### src/rtl/rvv_backend_pkg.sv
// Shared definitions for the scalar-to-vector issue path: the packed
// instruction payload, the default issue width and the prefix-accept rule
// that decides how many lanes the backend takes in one cycle.
package rvv_backend_pkg;

  localparam int DEF_ISSUE_LANES = 2;
  localparam int RVVCMD_W        = 64;

  // Widest lane vector the prefix-accept helper handles.
  localparam int MAX_LANES       = 8;

  typedef logic [RVVCMD_W-1:0] RVVCmd;

  // Number of lanes that transfer: counts from lane 0 upward while each lane
  // is both valid and ready, and stops at the first lane that is not.
  // A ready seen above that first gap never counts.
  function automatic logic [3:0] prefix_pop(input logic [MAX_LANES-1:0] valid,
                                            input logic [MAX_LANES-1:0] ready,
                                            input int                   lanes);
    logic [3:0] k;
    logic       run;
    k   = '0;
    run = 1'b1;
    for (int i = 0; i < MAX_LANES; i++) begin
      if (run && (i < lanes) && valid[i] && ready[i]) k = k + 4'd1;
      else run = 1'b0;
    end
    return k;
  endfunction

endpackage

### src/rtl/rvv_inst_issue_buf.sv
// Instruction issue buffer in front of the vector backend. Takes one decoded
// instruction per cycle from the scalar core and offers the oldest
// ISSUE_LANES entries in order. A trap flush drops everything pending.
module rvv_inst_issue_buf
  import rvv_backend_pkg::*;
#(
  parameter int DEPTH       = 8,
  parameter int ISSUE_LANES = DEF_ISSUE_LANES,
  parameter int INST_W      = RVVCMD_W
) (
  input  logic                                clk,
  input  logic                                rst_n,
  input  logic                                inst_valid_s2b,
  input  logic [INST_W-1:0]                   inst_s2b,
  output logic                                inst_ready_b2s,
  input  logic                                flush,
  output logic [ISSUE_LANES-1:0]              insts_valid_rvs2cq,
  output logic [ISSUE_LANES-1:0][INST_W-1:0]  insts_rvs2cq,
  input  logic [ISSUE_LANES-1:0]              insts_ready_cq2rvs,
  output logic [$clog2(DEPTH+1)-1:0]          count,
  output logic                                empty
);

  localparam int AW    = $clog2(DEPTH);
  localparam int PTR_W = AW + 1;
  localparam int CNT_W = $clog2(DEPTH+1);

  logic [INST_W-1:0] mem [DEPTH];
  logic [PTR_W-1:0]  rd_ptr;
  logic [PTR_W-1:0]  wr_ptr;
  logic [AW-1:0]     lane_idx [ISSUE_LANES];
  logic              push;
  logic [3:0]        pop_k;

  // The extra wrap bit makes the pointer difference the occupancy directly.
  assign count = CNT_W'(wr_ptr - rd_ptr);
  assign empty = (count == '0);

  // Acceptance looks at current occupancy only; a pop this cycle does not
  // free a slot for a push in the same cycle.
  assign inst_ready_b2s = rst_n & ~flush & (count < CNT_W'(DEPTH));
  assign push           = inst_valid_s2b & inst_ready_b2s;

  for (genvar i = 0; i < ISSUE_LANES; i++) begin : g_lane
    // Index arithmetic truncates to AW bits so lanes wrap into mem[0..].
    assign lane_idx[i]           = rd_ptr[AW-1:0] + AW'(i);
    assign insts_valid_rvs2cq[i] = (count > CNT_W'(i)) & ~flush;
    assign insts_rvs2cq[i]       = mem[lane_idx[i]];
  end

  assign pop_k = prefix_pop(MAX_LANES'(insts_valid_rvs2cq),
                            MAX_LANES'(insts_ready_cq2rvs),
                            ISSUE_LANES);

  // Payload storage, written at the tail; intentionally not reset.
  always_ff @(posedge clk) begin
    if (push) mem[wr_ptr[AW-1:0]] <= inst_s2b;
  end

  // Pointer update: flush returns both pointers to zero, otherwise advance by
  // the pushed and popped counts.
  always_ff @(posedge clk or negedge rst_n) begin
    if (!rst_n) begin
      rd_ptr <= '0;
      wr_ptr <= '0;
    end else if (flush) begin
      rd_ptr <= '0;
      wr_ptr <= '0;
    end else begin
      rd_ptr <= rd_ptr + PTR_W'(pop_k);
      wr_ptr <= wr_ptr + PTR_W'(push);
    end
  end

endmodule

### config.mk
export PLATFORM = sky130hd
export DESIGN_NAME = rvv_inst_issue_buf
export DESIGN_NICKNAME = d
export VERILOG_FILES = /design/src/rtl/rvv_backend_pkg.sv /design/src/rtl/rvv_inst_issue_buf.sv
export SDC_FILE = /design/constraint.sdc
export NUM_CORES = 1
export LEC_CHECK = 0
export CAP_MARGIN = 30
export CORE_UTILIZATION = 45
export CTS_CLUSTER_SIZE = 16
export DETAILED_ROUTE_END_ITERATION = 10
export GPL_TIMING_DRIVEN = 1
export SYNTH_ARGS = -nofsm -noshare
export SYNTH_HDL_FRONTEND = slang
export SYNTH_SLANG_ARGS = --single-unit
### constraint.sdc
create_clock -name clk -period 27.2 [get_ports clk]
set_clock_uncertainty 0.15 [all_clocks]
set_input_delay 5.44 -clock clk [delete_from_list [all_inputs] [get_ports clk]]
set_output_delay 5.44 -clock clk [all_outputs]
set_load 0.01 [all_outputs]
Yosys cells after proc, flatten, opt, wreduce, memory -nomap -nowiden:

Memory sizes are Yosys's and may differ from the RTL's.
Cells that the tools add are included.

* bitwise gates (word level): 6
* reduce and logical (&&, ||, !) cells: 4
* add/sub/neg operators: 5
* magnitude comparators: 3
* muxes and demuxes: 7

Operator list (count)
* greater-than comparator 4 x 1 -> 1 bit, second input constant: 2
* 2-to-1 mux 4 bit: 2
* bitwise AND 1 bit: 5
* adder 4 x 1 -> 4 bit: 1
* adder 4 x 2 -> 4 bit: 1
* logical NOT 4 bit: 1
* < comparator 4 bit, second input constant: 1
* 2-to-1 mux 1 bit: 4
* subtractor 4 bit: 1
* adder 3 x 1 -> 3 bit, second input constant: 1
* logical AND 1 bit: 3
* adder 1 x 1 -> 2 bit, second input constant: 1
* 2-to-1 mux 2 bit: 1
* NOT 1 bit: 1

* bits in writable memories: 512
* memories: 1
* word-level logic and storage cells: 28
* input bits: 70
* flip-flop bits (word level): 8

Memories
* mem: depth 8, bits a word 64, rd ports 2, clocked after Yosys merged registers in 0, write ports 1, RTL line rvv_inst_issue_buf.sv:28 `logic [INST_W-1:0] mem [DEPTH];`

Depth between registers and ports, before layout:

Gate-level depths: netlist of run 1.

* depth in word-level cells: 10
* gate-level depth with buffers: 12

Least setup slack after synthesis of run 1:

No wires, ideal clock.

* path kind: input -> register
* start point: in flush
* end point: mem mem[1][0] in the netlist's numbering (enable)
* library setup time: 0.644 ns
* arrival time: 11.999 ns
* buffers on the path: 0
* cell stages on the path: 3
* setup slack: 14.407 ns
* cell sequence: nand3b_1 > or2_2 > nor4_1

* longest elaborated chain between the ends: 6

RTL lines
* start: declaration: RTL line rvv_inst_issue_buf.sv:16 `input logic flush,`
* NOT 1 bit: RTL line rvv_inst_issue_buf.sv:41 `assign inst_ready_b2s = rst_n & ~flush & (count < CNT_W'(DEPTH));`
* bitwise AND 1 bit (2 in a row): RTL line rvv_inst_issue_buf.sv:41
* bitwise AND 1 bit: RTL line rvv_inst_issue_buf.sv:42 `assign push = inst_valid_s2b & inst_ready_b2s;`
* 2-to-1 mux 1 bit: RTL line rvv_inst_issue_buf.sv:57 `if (push) mem[wr_ptr[AW-1:0]] <= inst_s2b;`
* 2-to-1 mux 1 bit (implied by the code): RTL line rvv_inst_issue_buf.sv:57
* end: declaration: RTL line rvv_inst_issue_buf.sv:28

No other way between the ends.

Final worst setup path of run 1:

* start point: in flush
* end point: out inst_ready_b2s

* longest elaborated chain between the ends: 3

RTL lines
* NOT 1 bit: RTL line rvv_inst_issue_buf.sv:41
* bitwise AND 1 bit (2 in a row): RTL line rvv_inst_issue_buf.sv:41
* end: declaration: RTL line rvv_inst_issue_buf.sv:15 `output logic inst_ready_b2s,`

No other way between the ends.

==> implementation parameters, run 1 <==
Parameter                              Value

Run status
  Status    completed

Floorplanning
  Number of primary I/O pins    approximately 210
  Row Count    83
  Starting Density    0.459
  Die area    roughly 54000 um^2
  CORE AREA    approximately 52000 um^2
  Die Span X    around 230 um
  Die Y-Extent    between 200 and 250 um

Drt
  DRC marker count from the first detailed-route iteration    755
  Number of remaining DRC errors    0
  WL final    ~54000 um
  Via density per instance    around 5.8
  Via count    around 12000
  Detailed Routing Iterations Pass 1    5
  Number of antenna-violating nets in the routed design    0
  Mean routed wirelength per cell    25.4 um

Min path
  Worst hold path cell count    2
  WHS Endpoint    wr_ptr[3]
  Worst hold-check path type    register to register
  Min-Delay Startpoint    wr_ptr[3]

Yosys
  Synth warnings    0
  Synth Instances    about 1200
  Register bit count reported by yosys    520
  Dominant cell type by area after synthesis    edfxtp_1
  Sequential fraction of the synthesis area    0.656
  Net count after synthesis    about 1300
  Unique cell type count in the Yosys netlist    34
  Synthesized area per cell    20.1 um^2
  Dominant cells by area after synthesis    edfxtp_1 (65%), mux4_2 (24%), nand2_1 (3.1%)
  Area fraction of the dominant cell type after synthesis    0.647
  Netlist area before placement    23700 um^2

Power and ir drop
  Reg power frac    0.423
  Leak pwr    8.89 nW
  Clock network fraction of total power    0.327
  Switching pwr    0.000537 W
  Relative contribution of combinational cells to total power    0.250
  Peak VDD IR    around 0.05 mV
  Internal power summed over all cells    0.00159 W
  Pwr per Cell Area    75.3 nW/um^2
  PnR Total Power    approximately 0.0021 W
  Switching fraction of total power    0.252

Global route
  Antenna violations before repair    4
  All-Layer GR Usage    0.206
  Congestion Overflow GR    0
  Wire length of the first global-routing pass    slightly above 80000 um
  Maximum number of pins on one net before global-route repair    65
  Via count of the first global-routing pass    around 13000

Setup path
  Endpoint of the lowest-slack register-to-register path    rd_ptr[2]
  Data required, critical path    21.61 ns
  Launching element type of the critical path    input pin
  Largest fanout of any net on the critical path    13
  Endpoint kind of the worst setup timing path    output pin
  Worst R2R Path Depth    10
  Reg2reg start    rd_ptr[2]
  Data arrival at the endpoint of the critical path    slightly above 7 ns
  Critical path start-end classification    input pin to output pin
  Internal reg-to-reg setup slack    22.88 ns

Clocking
  H-tree depth    2
  Hold_buf cts    0
  Number of buffers created by CTS    between 50 and 60
  Root cell of the clock tree    clkbuf_16
  Clk Latency, worst-skew pair    around 0.61 ns
  CTS resizes    0
  Maximum number of buffers from clock root to sink    3
  Clock-pin slew on the worst setup and hold paths    ~0.060 ns
  TritonCTS clock tree    yes
  Count of clock tree sinks    520
  Post-CTS setup-driven buffer insertion count    0

Place
  Post-DP HPWL    between 30000 and 40000 um
  Count of buffers from port buffering    about 210
  Final Wtd Congestion    approximately 0.75
  Cell count after placement    around 2000
  Cell area after placement    26500 um^2

STA
  Count of final hold-check violations    0
  Slew Limit Headroom    0.406
  Period minus WS final    around 13 ns
  Final setup viols    0
  Unrepaired setup endpoints after global routing    no
  Period utilisation layout    0.464
  Slew Limit Fails    0
  Maximum frequency from static timing analysis    just under 80 MHz
  Setup_tns    0 ns
  Slew at the pin closest to its max-slew limit    roughly 0.89 ns

Finish
  Non-filler instance count after layout    2119
  Proportion of layout cells with a drive suffix above 1    0.307
  Commonest cells after routing, fill and taps aside    edfxtp_1 (512), mux4_2 (256), clkdlybuf4s50_1 (205)
  Post-layout nets    ~1500
  Post-route standard cell area excluding fillers    between 20000 and 30000 um^2
  Most common cell after layout, fill and taps aside    edfxtp_1
  Area growth from synthesis to layout    19.2%

Flow run
  Max-cap violations    0
==> Yosys cell counts (all sizes together) <==
cell,number
or2,2
o41a,1
fa,2
and3,3
nand3,2
a21o,1
nand2,196
xor2,3
nor2,3
or3,1
nor2b,5
o311a,1
a31oi,1
nand2b,2
mux4,256
nor3,1
clkbuf,24
xnor2,3
nor4,8
a21oi,4
nand3b,2
edfxtp,512
nor4b,1
a41oi,1
mux2,64
o21ai,1
ha,9
buf,56
dfrtp,8
inv,7
==> kinds of logic (layout without fill, tap and decap cells) <==
family / after synthesis / count (layout) / synth area share
flip-flops: 520 / 520 / 0.656
multiplexers: 320 / 320 / 0.273
AND/OR/NAND/NOR: 226 / 226 / 0.0386
buffers and inverters: 87 / 345 / 0.0204
adder cells (fa/ha/maj): 11 / 11 / 0.00643
AO/OA/AOI/OAI: 10 / 10 / 0.00290
XOR/XNOR: 6 / 6 / 0.00253
other: 0 / 1 / 0
==> worst max-delay path: stages <==
cell and delay [ns]:
clkdlybuf4s50_1 0.63, nor4b_1 0.38, clkdlybuf4s50_1 0.59
==> worst max-delay path by stage <==
stage                           endpoint  slack (ns)   from
after floorplan                mem[1][0]       14.41  flush
after global placement    inst_ready_b2s       14.59  rst_n
after detailed placement  inst_ready_b2s       14.58  rst_n
after CTS                 inst_ready_b2s       14.56  flush
after global routing      inst_ready_b2s       14.38  rst_n
final                     inst_ready_b2s       14.57  flush
==> cell type report <==
type / count / area (um^2)
diodes: 1 / 2.50
clock buffers: 75 / 1490
clock inverters: 24 / 170
fillers: 4092 / 23400
inverters: 7 / 26.3
multi-input cells: 573 / 7760
flip-flops and latches: 520 / 15600
well taps: 680 / 851
repair buffers: 239 / 2410
==> per-layer routing <==
layer	track usage	vias to the layer above	part of all wire
met1	0.267	6573	0.41
met5	0	-	0.00082
met4	0.0576	6	0.021
met3	0.0417	86	0.058
met2	0.351	273	0.51
li1	-	5373	-
==> sequential cells by signal, summed over array words and instances, names as in the netlist <==
| signal | cells |
|---|---|
| mem | 512 |
| wr_ptr | 4 |
| rd_ptr | 4 |
==> power by group through the flow <==
| stage | sequential (W) | combinational, W | clock (W) |
|---|---|---|---|
| 3_3_place_gp | 0.000923 | 0.000523 | 0 |
| 3_5_place_dp | 0.000924 | 0.000529 | 0 |
| 4_1_cts | 0.000908 | 0.000532 | 0.000714 |
| 6_report | 0.000901 | 0.000532 | 0.000697 |
| 5_1_grt | 0.000902 | 0.000572 | 0.000743 |
| 2_1_floorplan | 0.000913 | 0.000337 | 0 |
==> stage by stage <==
| stage | util | hold slack [ns] | worst slack, ns |
|---|---|---|---|
| floorplan | - | 0.375 | 14.41 |
| global placement | 0.512 | 0.397 | 14.59 |
| detailed placement | 0.513 | 0.401 | 14.58 |
| CTS | 0.545 | 0.421 | 14.56 |
| global route | 0.547 | 0.471 | 14.38 |
| finish | 0.547 | 0.417 | 14.57 |
(Power assumes the default switching activity.)
==> run 2, diff against run 1 <==
PLACE_DENSITY = 0.67   (was unset)
clock period = 10.6 ns   (was 27.2 ns; I/O delays follow)
==> run 2 against run 1 <==
  * Clock power increased to 2.6 times the previous value
  * Largest power group unchanged
  * Final cell count increased by 0.14%
  * Global-route usage about the same
  * Critical endpoint is now insts_rvs2cq[100]
  * Critical path type is now register to output pin
  * Highest routed layer unchanged
==> implementation parameters, run 2 (synthesized netlist as in run 1, its figures left out) <==
Parameter                              Value

Run status
  Status    completed

Global route
  Via count of the first global-routing pass    13100 (-0.35%)
  All-Layer GR Usage    0.205 (-0.000485)
  Congestion Overflow GR    0 (unchanged)
  Antenna violations before repair    5 (+1)
  Wire length of the first global-routing pass    81000 um (+0.17%)
  Maximum number of pins on one net before global-route repair    67 (+3.1%)

Floorplanning
  Starting Density    0.459 (unchanged)
  CORE AREA    51700 um^2 (unchanged)
  Die Span X    232 um (unchanged)
  Number of primary I/O pins    206 (unchanged)
  Row Count    83 (unchanged)
  Die area    53700 um^2 (unchanged)
  Die Y-Extent    232 um (unchanged)

Finish
  Largest register FFs    512 (unchanged)
  Multi-input gate area in the final layout    7760 um^2 (unchanged)
  Post-route standard cell area excluding fillers    28300 um^2 (+0.19%)
  Area growth from synthesis to layout    19.4%
  Number of fill cells    3982 (-2.7%)
  Commonest cells after routing, fill and taps aside    edfxtp_1 (512), mux4_2 (256), clkdlybuf4s50_1 (205)
  Area taken by flip-flops and latches    15600 um^2 (unchanged)
  Most common cell after layout, fill and taps aside    edfxtp_1
  Non-filler instance count after layout    2122 (+0.14%)
  Post-layout nets    1477 (-0.068%)
  Proportion of layout cells with a drive suffix above 1    0.308 (+0.000962)

Place
  Final Wtd Congestion    0.752 (+0.78%)
  Post-DP HPWL    29900 um (-1.6%)
  Pre-CTS setup slack    4.35 ns (-10.23 ns)
  Cell count after placement    2016 (unchanged)
  Cell area after placement    26500 um^2 (unchanged)
  Count of buffers from port buffering    205 (unchanged)

Clocking
  Number of buffers created by CTS    55 (-1.8%)
  CTS resizes    0 (unchanged)
  H-tree depth    2 (unchanged)
  Hold_buf cts    0 (unchanged)
  Clk Latency, worst-skew pair    0.61 ns (about the same)
  Root cell of the clock tree    clkbuf_16
  Maximum number of buffers from clock root to sink    3 (unchanged)
  Post-CTS setup-driven buffer insertion count    0 (unchanged)
  Clock-pin slew on the worst setup and hold paths    0.06 ns (about the same)
  Count of clock tree sinks    520 (unchanged)
  TritonCTS clock tree    yes

Drt
  Detailed Routing Iterations Pass 1    5 (unchanged)
  Mean routed wirelength per cell    25.5 um (+0.32%)
  Via density per instance    5.85 (+0.73%)
  DRC marker count from the first detailed-route iteration    851 (+13%)
  Number of remaining DRC errors    0 (unchanged)
  WL final    54000 um (+0.47%)
  Via count    12400 (+0.88%)
  Number of antenna-violating nets in the routed design    0 (unchanged)

STA
  Period minus WS final    about 6.4 ns
  Final worst-path setup slack    4.19 ns (-10.38 ns)
  Slew Limit Fails    0 (unchanged)
  Maximum frequency from static timing analysis    156 MHz
  Setup_tns    0 ns (unchanged)
  Count of final hold-check violations    0 (unchanged)
  Final setup viols    0 (unchanged)
  Unrepaired setup endpoints after global routing    no
  Slew Limit Headroom    0.397 (-0.00976)
  Slew at the pin closest to its max-slew limit    0.905 ns (+0.0146 ns)
  Period utilisation layout    0.605

Setup path
  Launching element type of the critical path    register
  Critical path start-end classification    register to output pin
  Largest fanout of any net on the critical path    50 (+37)
  Data required, critical path    8.33 ns (-13.28 ns)
  Data arrival at the endpoint of the critical path    4.14 ns (-2.90 ns)
  Worst R2R Path Depth    8 (-2)
  Endpoint kind of the worst setup timing path    output pin

Power and ir drop
  Pwr per Cell Area    194 nW/um^2 (+160%)
  Leak pwr    8.89 nW (+0.11%)
  Peak VDD IR    0.146 mV (+200%)

Flow run
  Max-cap violations    0 (unchanged)

Min path
  Worst hold-check path type    register to register
  Worst hold path cell count    2 (unchanged)
[run 2: cell count changes in the layout (fill, tap and decap cells not counted)]
cell / delta
clkinv_8: +2
buf_12: +1
clkinv_2: -2
clkinv_1: +4
clkbuf_16: -2
bufinv_16: +2
clkinvlp_4: +3
buf_16: -1
clkinv_4: -1
clkbuf_1: -4
inv_6: -1
inv_16: +1
diode_2: +1
[run 2: final cells by class]
| class | count | share of cell area |
|---|---|---|
| Sequential cell | 520 | 0.550 |
| Multi-Input combinational cell | 573 | 0.274 |
| Timing Repair Buffer | 239 | 0.0847 |
| Clock buffer | 69 | 0.0504 |
| Tap cell | 680 | 0.0300 |
| Clock inverter | 32 | 0.0103 |
| Inverter | 7 | 0.000927 |
| Antenna cell | 2 | 0.000177 |
[run 2: per-layer routing]
| metal | vias to the layer above | part of all wire | global-route usage |
|---|---|---|---|
| li1 | 5365 | - | - |
| met1 | 6618 | 0.41 | 0.273 |
| met2 | 365 | 0.51 | 0.349 |
| met3 | 65 | 0.064 | 0.0390 |
| met4 | 6 | 0.015 | 0.0504 |
| met5 | - | 0.00076 | 0 |
[run 2: worst max-delay path, stage by stage, from the launching register on]
cell and delay [ns]:
dfrtp_4 0.67, ha_4 0.53, buf_16 0.32, buf_4 0.50, buf_12 0.30, mux4_2 0.34
mux2_2 0.27, clkdlybuf4s50_1 0.51
[run 2: metrics by stage]
step / total power [W] / utilization / hold WS (ns)
after floorplan: 0.00321 / - / 0.375
after global placement: 0.00370 / 0.512 / 0.395
after detailed placement: 0.00372 / 0.513 / 0.407
after CTS: 0.00556 / 0.547 / 0.422
after global routing: 0.00571 / 0.548 / 0.476
final: 0.00551 / 0.548 / 0.413
[run 2: power breakdown]
group / switching, W / internal, W
Clock: 0.000784 / 0.00105
Sequential: 0.0000199 / 0.00229
Combinational: 0.000594 / 0.000771
Total: 0.00140 / 0.00411
[run 2: worst paths after layout]
kind	startpoint	endpoint	slack (ns)
min in group asynchronous	rst_n	rd_ptr[3]	1.67
worst min register to register	wr_ptr[3]	wr_ptr[3]	0.41
worst max-delay path	rd_ptr[1]	insts_rvs2cq[100]	4.19
worst max register to register	rd_ptr[2]	mem[1][38]	6.18
worst min-delay path	wr_ptr[3]	wr_ptr[3]	0.41
max in group asynchronous	rst_n	rd_ptr[1]	8.28
==> run 3, diff against run 2 <==
PLACE_DENSITY = unset   (was 0.67)
clock period = 6.18 ns   (was 10.6 ns; I/O delays follow)
==> run 3 against run 2 <==
  * Clock-buffer cell count unchanged
  * Routed wire length rose by 0.73%
  * First-iteration DRC count rose by 5.2%
  * Design area fell by 0.31%
  * Register-to-register slack got worse by 3.8 ns
  * Non-clock buffer count down 4
  * Critical endpoint is now insts_rvs2cq[112]
  * Largest power group unchanged
==> implementation parameters, run 3 (synthesized netlist as in run 1, its figures left out) <==
Parameter                              Value

Run status
  Status    completed

Global route
  All-Layer GR Usage    0.208 (+0.00242)
  Via count of the first global-routing pass    13200 (+1.1%)
  Antenna violations before repair    6 (+1)
  Maximum number of pins on one net before global-route repair    105 (+57%)
  Congestion Overflow GR    0 (unchanged)
  Wire length of the first global-routing pass    81800 um (+1.1%)

Finish
  Commonest cells after routing, fill and taps aside    edfxtp_1 (512), mux4_2 (256), clkdlybuf4s50_1 (205)
  Number of fill cells    4042 (+1.5%)
  Post-route standard cell area excluding fillers    28300 um^2 (-0.31%)
  Proportion of layout cells with a drive suffix above 1    0.307 (-0.00123)
  Area growth from synthesis to layout    19.0%
  Area taken by flip-flops and latches    15600 um^2 (unchanged)
  Utilization of the core after routing    0.546 (-0.00172)
  Non-filler instance count after layout    2121 (-0.047%)
  Largest register FFs    512 (unchanged)
  Multi-input gate area in the final layout    7760 um^2 (unchanged)
  Most common cell after layout, fill and taps aside    edfxtp_1
  Post-layout nets    1473 (-0.27%)

Drt
  Via density per instance    5.81 (-0.71%)
  Detailed Routing Iterations Pass 1    5 (unchanged)
  Number of remaining DRC errors    0 (unchanged)
  Mean routed wirelength per cell    25.7 um (+0.77%)
  Via count    12300 (-0.76%)
  DRC marker count from the first detailed-route iteration    895 (+5.2%)
  WL final    54400 um (+0.73%)
  Number of antenna-violating nets in the routed design    0 (unchanged)

Clocking
  Maximum number of buffers from clock root to sink    3 (unchanged)
  Count of clock tree sinks    520 (unchanged)
  Post-CTS setup-driven buffer insertion count    0 (unchanged)
  Hold_buf cts    0 (unchanged)
  Clk Latency, worst-skew pair    0.59 ns (-0.02 ns)
  Number of buffers created by CTS    55 (unchanged)
  Clock-pin slew on the worst setup and hold paths    0.06 ns (about the same)
  TritonCTS clock tree    yes
  Root cell of the clock tree    clkbuf_16
  CTS resizes    0 (unchanged)
  H-tree depth    2 (unchanged)

Floorplanning
  Number of primary I/O pins    206 (unchanged)
  Starting Density    0.459 (unchanged)
  Die area    53700 um^2 (unchanged)
  Die Y-Extent    232 um (unchanged)
  Row Count    83 (unchanged)
  Die Span X    232 um (unchanged)
  CORE AREA    51700 um^2 (unchanged)

Flow run
  Max-cap violations    0 (unchanged)

STA
  Unrepaired setup endpoints after global routing    no
  Maximum frequency from static timing analysis    204 MHz
  Slew Limit Headroom    0.441 (+0.0440)
  Final setup viols    0 (unchanged)
  Period utilisation layout    0.792
  Period minus WS final    a little under 5 ns
  Slew at the pin closest to its max-slew limit    0.839 ns (-0.0660 ns)
  Count of final hold-check violations    0 (unchanged)
  Slew Limit Fails    0 (unchanged)

Place
  Cell count after placement    2015 (-0.050%)
  Final Wtd Congestion    0.713 (-5.2%)
  Count of buffers from port buffering    205 (unchanged)
  Cell area after placement    26500 um^2 (about the same)
  Post-DP HPWL    30200 um (+0.91%)

Setup path
  Timing startpoint of the critical path    rd_ptr[0]
  Reg2reg start    rd_ptr[2]
  Largest fanout of any net on the critical path    104 (+110%)
  Critical-path top delay cell    dfrtp_4
  Data required, critical path    4.79 ns (-3.54 ns)
  Endpoint kind of the worst setup timing path    output pin
  Data arrival at the endpoint of the critical path    3.51 ns (-0.63 ns)
  Critical path start-end classification    register to output pin
  Cell-by-cell trace of the critical path    buf_12 -> mux4_2 -> mux2_2 -> clkdlybuf4s50_1
  Slowest stage delay, CP    0.82 ns (+0.15 ns)
  Launching element type of the critical path    register

Min path
  Worst hold-check path type    register to register
  Min-Delay Startpoint    wr_ptr[3]

Power and ir drop
  PnR Total Power    0.00938 W (+70%)
  Peak VDD IR    0.214 mV (+47%)
  Leak pwr    8.85 nW (-0.55%)
  Pwr per Cell Area    332 nW/um^2 (+71%)
-- run 3: per-layer routing --
layer / global-route usage / routed length [um] / vias up
met5: 0 / 30 / -
met4: 0.0567 / 982 / 4
li1: - / - / 5356
met3: 0.0393 / 2950 / 66
met1: 0.275 / 22600 / 6587
met2: 0.352 / 27900 / 312
-- run 3: critical path, delay by kind of cell, from the launching register on --
kind | cells | cell delay (ns)
buf+inv | 2 | 1.09
flops | 1 | 0.82
mux | 2 | 0.87
-- run 3: final timing paths --
check                                    end  slack (ns)  cells after the start
setup / recovery           insts_rvs2cq[112]        1.29                      4
hold / removal                     wr_ptr[3]        0.42                      2
setup reg to reg                   rd_ptr[2]        2.40                     10
hold reg to reg                    wr_ptr[3]        0.42                      2
max in group asynchronous          rd_ptr[1]        4.72                      1
min in group asynchronous          rd_ptr[0]        0.81                      1
-- run 3: power by group --
part | leakage, nW | total, W | internal [W] | switching, W
logic | 3.31 | 0.00231 | 0.00130 | 0.00101
registers | 4.72 | 0.00397 | 0.00392 | 0.0000472
clock network | 0.820 | 0.00310 | 0.00178 | 0.00132
total | 8.85 | 0.00938 | 0.00700 | 0.00237
-- run 3: layout make-up --
| type | instances | area share |
|---|---|---|
| clock buffer | 69 | 0.0513 |
| clock inverter | 32 | 0.00877 |
| sequential | 520 | 0.551 |
| antenna | 5 | 0.000443 |
| timing repair buffer | 235 | 0.0824 |
| inverter | 7 | 0.000930 |
| tap | 680 | 0.0301 |
| multi-input combinational | 573 | 0.275 |
-- run 3: per-stage QoR --
stage	hold WS (ns)	setup slack [ns]	TNS, ns
6_report	0.418	1.29	0
3_5_place_dp	0.415	1.88	0
4_1_cts	0.431	1.24	0
5_1_grt	0.455	1.10	0
3_3_place_gp	0.394	1.79	0
2_1_floorplan	0.375	-2.71	-1388.91
